===== config.mk =====
export PLATFORM = sky130hd
export DESIGN_NAME = serial_adder_ctrl
export DESIGN_NICKNAME = d
export VERILOG_FILES = /design/src/rtl/serial_add_pkg.sv /design/src/rtl/serial_adder_ctrl_fa.sv /design/src/rtl/serial_adder_ctrl.sv
export SDC_FILE = /design/constraint.sdc
export NUM_CORES = 1
export LEC_CHECK = 0
export ABC_CLOCK_PERIOD_IN_PS = 1300
export BUFFER_PORTS_ARGS = -buffer_cell sky130_fd_sc_hd__buf_2
export CORE_ASPECT_RATIO = 2
export CORE_MARGIN = 10
export CORE_UTILIZATION = 40
export CTS_CLUSTER_DIAMETER = 60
export DETAILED_ROUTE_END_ITERATION = 10
export PLACE_DENSITY = 0.67
export SYNTH_ARGS = -nofsm -noshare
export SYNTH_HDL_FRONTEND = slang
export SYNTH_SLANG_ARGS = --single-unit

===== constraint.sdc =====
create_clock -name clk -period 1.3 [get_ports clk]
set_input_delay 0.26 -clock clk [delete_from_list [all_inputs] [get_ports clk]]
set_output_delay 0.26 -clock clk [all_outputs]
set_load 0.02 [all_outputs]

===== src/rtl/serial_add_pkg.sv =====
`default_nettype none
// ============================================================================
// Module  : serial_add_pkg
// Purpose : Shared types and constants for the bit-serial add controller.
//           - serial_add_state_e : controller FSM encoding (IDLE/RUN/DONE)
//           - SERIAL_ADD_DEFAULT_WIDTH : default operand width
// Rev     : 1.0  initial release
// ============================================================================
package serial_add_pkg;

  localparam int SERIAL_ADD_DEFAULT_WIDTH = 8;

  typedef enum logic [1:0] {
    IDLE = 2'd0,
    RUN  = 2'd1,
    DONE = 2'd2
  } serial_add_state_e;

endpackage : serial_add_pkg
`default_nettype wire


===== src/rtl/serial_adder_ctrl_fa.sv =====
`default_nettype none
// ============================================================================
// Module  : FullAdder
// Purpose : Single-bit full adder cell used as the serial datapath.
// Ports   : a_i, b_i, ci_i  - addend bits and carry-in
//           s_o              - sum bit
//           co_o             - carry-out
// Rev     : 1.0  initial release
// ============================================================================
module FullAdder (
  input  logic a_i,
  input  logic b_i,
  input  logic ci_i,
  output logic s_o,
  output logic co_o
);

  assign s_o  = a_i ^ b_i ^ ci_i;
  assign co_o = (a_i & b_i) | (ci_i & (a_i ^ b_i));

endmodule : FullAdder
`default_nettype wire


===== src/rtl/serial_adder_ctrl.sv =====
`default_nettype none
// ============================================================================
// Module  : serial_adder_ctrl
// Purpose : Bit-serial adder controller. Adds two WIDTH-bit operands one bit
//           per clock (LSB first) through a single FullAdder cell.
// Ports   : clk, rst_n             - clock, async active-low reset
//           in_valid/in_ready      - operand handshake (a, b, cin[, op_sub])
//           out_valid/out_ready    - result handshake (sum, cout)
//           busy                   - high while RUN or DONE
// Config  : SERIAL_ADD_SUB_EN - adds op_sub port; op_sub=1 computes a-b
//           (cout=1 means no borrow) and ignores cin.
// Rev     : 1.0  initial release
// ============================================================================
module serial_adder_ctrl
  import serial_add_pkg::*;
#(
  parameter int WIDTH = SERIAL_ADD_DEFAULT_WIDTH
) (
  input  logic             clk,
  input  logic             rst_n,
  input  logic             in_valid,
  output logic             in_ready,
  input  logic [WIDTH-1:0] a,
  input  logic [WIDTH-1:0] b,
  input  logic             cin,
`ifdef SERIAL_ADD_SUB_EN
  input  logic             op_sub,
`endif
  output logic             out_valid,
  input  logic             out_ready,
  output logic [WIDTH-1:0] sum,
  output logic             cout,
  output logic             busy
);

  localparam int CW = $clog2(WIDTH) + 1;
  localparam logic [CW-1:0] LAST_BIT = CW'(WIDTH - 1);

  serial_add_state_e state_q, state_d;
  logic [WIDTH-1:0]  a_sh_q, a_sh_d;
  logic [WIDTH-1:0]  b_sh_q, b_sh_d;
  logic [WIDTH-1:0]  sum_sh_q, sum_sh_d;
  logic [CW-1:0]     cnt_q, cnt_d;
  logic              carry_q, carry_d;

  logic fa_s, fa_co;

  FullAdder u_fa (
    .a_i  (a_sh_q[0]),
    .b_i  (b_sh_q[0]),
    .ci_i (carry_q),
    .s_o  (fa_s),
    .co_o (fa_co)
  );

  always_comb begin
    state_d  = state_q;
    a_sh_d   = a_sh_q;
    b_sh_d   = b_sh_q;
    sum_sh_d = sum_sh_q;
    cnt_d    = cnt_q;
    carry_d  = carry_q;

    case (state_q)
      IDLE: begin
        if (in_valid) begin
          a_sh_d   = a;
          b_sh_d   = b;
          carry_d  = cin;
`ifdef SERIAL_ADD_SUB_EN
          // Two's complement subtract: a + ~b + 1.
          if (op_sub) begin
            b_sh_d  = ~b;
            carry_d = 1'b1;
          end
`endif
          sum_sh_d = '0;
          cnt_d    = '0;
          state_d  = RUN;
        end
      end

      RUN: begin
        // Sum bits enter at the MSB so that after WIDTH shifts bit 0 holds
        // the first (LSB) result bit.
        sum_sh_d            = sum_sh_q >> 1;
        sum_sh_d[WIDTH-1]   = fa_s;
        a_sh_d              = a_sh_q >> 1;
        b_sh_d              = b_sh_q >> 1;
        carry_d             = fa_co;
        cnt_d               = cnt_q + 1'b1;
        if (cnt_q == LAST_BIT) begin
          state_d = DONE;
        end
      end

      DONE: begin
        if (out_ready) begin
          state_d = IDLE;
        end
      end

      default: state_d = IDLE;
    endcase
  end

  always_ff @(posedge clk or negedge rst_n) begin
    if (!rst_n) begin
      state_q  <= IDLE;
      a_sh_q   <= '0;
      b_sh_q   <= '0;
      sum_sh_q <= '0;
      cnt_q    <= '0;
      carry_q  <= 1'b0;
    end else begin
      state_q  <= state_d;
      a_sh_q   <= a_sh_d;
      b_sh_q   <= b_sh_d;
      sum_sh_q <= sum_sh_d;
      cnt_q    <= cnt_d;
      carry_q  <= carry_d;
    end
  end

  assign in_ready  = (state_q == IDLE);
  assign out_valid = (state_q == DONE);
  assign busy      = (state_q != IDLE);
  assign sum       = sum_sh_q;
  assign cout      = carry_q;

endmodule : serial_adder_ctrl
`default_nettype wire

==> results.cfg <==
[critical_path]
r2r-end = cnt_q[2]
critPathLaunch = state_q[0]
crit_type = flip-flop to output port
crit_fanout = 7
cp.arrival_ps = 1110
reg2reg_depth = 4
cp.required_ps = 1040
critPathCaptureType = output port
start_kind = flip-flop
rrSetupSlack_ps = 10
timing.rr.start = state_q[1]

[die]
die_area_sq_um = 6330
die_x_microns = 61.5
io_pins = 33
rows = 30
initial_core_util = 0.412
die_height_microns = 103
core-area_sq_um = 3340

[clock_tree]
cts_root_buf = clkbuf_8
cts.sinks = 31
cts_made_buffers = 5
clk_path_buf_depth = 2
clock_latency_ps = 280
htree_levels = 2
cts_tree = built
clkTransAtPathRegs_ps = 60

[min_path]
whs_path_depth = 3
min_from = out_ready
holdCritPathClass = primary input to flip-flop
whs_endpoint = state_q[1]

[sta]
rsz0062_at_grt = true
layout_setup_ws_ps = -68.4
hold_viol_final = 0
min_period_ps = 1370
clock_skew_ps = 2.53
final.setup.tns_ps = -196
period_share = 1.05
slew_headroom = 0.746
finalSetupViolCount = 3
slew_viol_final = 0
fmax_mhz = 731
holdWs_ps = 232
tightest_slew_ps = 381

[global_route]
grt_pass1_wl_microns = 5450
grt_use_total = 0.114
overflow = 0
grt_max_degree = 18
grt_pass1_vias = 1184
antenna_found_initial = 0

[routing]
routedWlPerCell_microns = 15.9
wl_met1_microns = 1290
viasPerCell = 5.61
met2WireLength_microns = 1710
drc_errors = 0
drtPass1Iterations = 4
wl_met3_microns = 258
via_count = 1161
routed.top_layer = met4
routed_wl_microns = 3290
first_iter_violations = 37
ant_nets = 0

[layout]
fin_util = 0.546
drive_above_1_share = 0.349
syn_to_final_growth_pct = 32.6
nNetsFinal = 197
diodes = 0

[power_and_ir_drop]
max-vdd-ir-drop_v = 0.00130
power_w = 0.00402
p_per_area_nw_per_um2 = 2200
leakage_nw = 0.880

[synth]
ys_ff_latch = 31
synth_nets = 150
netlist_area_sq_um = 1380
synth_edf_count = 0
synth_warnings = 0
ys_seq_area_frac = 0.564
syn-instance-count = 127
synth_ff_type = dfrtp_1
async_flop_share = 1.00
syn_area_per_cell_sq_um = 10.8
ys_types = 26

[place]
pre_cts_slack_ps = -9.16
port_buffers = 32
place_hpwl_microns = 2480
globalplace.congestion = 0.819

[outcome]
outcome = finished, violations left
violations = setup timing

[job]
cap_violations = 0
critical path, cell delays in order, from the launching register on:
cell,delay [ps]
dfrtp_1,410
buf_12,150
nor2_4,90
inv_1,50
buf_6,120
power by group:
part	total, W	switching [W]	internal, W
clock network	0.000818	0.000336	0.000482
registers	0.00158	0.000252	0.00132
logic	0.00162	0.000845	0.000779
per-stage QoR:
step,area (sq um),std cells
5_1_grt,1820,207
6_report,1820,207
3_5_place_dp,1610,191
4_1_cts,1800,206
3_3_place_gp,1610,191
2_1_floorplan,1380,127
layout make-up:
cell class,instances,area [sq um]
multi-input combinational,82,541
clock buffer,8,100
sequential,31,776
tap,32,40.0
timing repair buffer,49,348
inverter,5,18.8
fill,278,1520
metal layers:
layer / global-route usage / up-vias
li1: - / 542
met1: 0.123 / 578
met2: 0.183 / 36
met3: 0.0567 / 5
met4: 0.0467 / 0
met5: 0 / -
cell usage in the layout, fill, tap and decap left out, drive strengths merged:
master	instances
dlygate4sd3	1
buf	48
nand3	1
inv	5
mux2	1
a22o	9
nand2	19
nor2	2
ha	1
o31ai	1
nor2b	5
and2	1
a22oi	15
nand2b	2
o21bai	1
a2bb2oi	1
a32o	1
fa	1
clkbuf	8
nand4b	1
o21ai	19
dfrtp	31
a21oi	1
registers in the layout (all words and copies together), names as in the netlist:
name,flops
cout,1
a_sh_q,8
cnt_q,4
sum,8
state_q,2
b_sh_q,8
synth_stat cells, types with 2 or more instances:
master	number	area share
a22o_1	9	0.057
a22oi_1	15	0.082
buf_2	4	0.015
buf_4	2	0.011
buf_6	2	0.016
dfrtp_1	31	0.56
inv_1	5	0.014
nand2_1	19	0.052
nand2b_1	2	0.0091
nor2_1	2	0.0055
nor2b_1	4	0.018
o21ai_1	18	0.066
logic make-up (layout without fill, tap and decap cells):
group                    count (synthesis)  count (layout)  synth area share
buffers and inverters                   14              62            0.0582
flip-flops                              31              31             0.564
multiplexers                             1               1           0.00819
AND/OR/NAND/NOR                         31              31             0.109
adder cells (fa/ha/maj)                  2               2            0.0237
AO/OA/AOI/OAI                           48              48             0.237
worst max-delay path by stage:
stage                      endpoint  slack [ps]  cells past startpoint
after floorplan                busy          20                      3
after global placement    a_sh_q[2]          60                      5
after detailed placement   cnt_q[1]          -9                      3
after CTS                      busy         -80                      4
after global routing           busy        -130                      4
final                          busy         -70                      4
what timing repair did:
item | in CTS | in global routing
setup endpoints to repair | 8 | 28
hold endpoints to repair | 14 | 0
buffers inserted | 6 | 1
pin swaps | 3 | 0
resized for setup | 8 | 2
hold buffers | 1 | 0
Power figures use the tool's default switching activity.
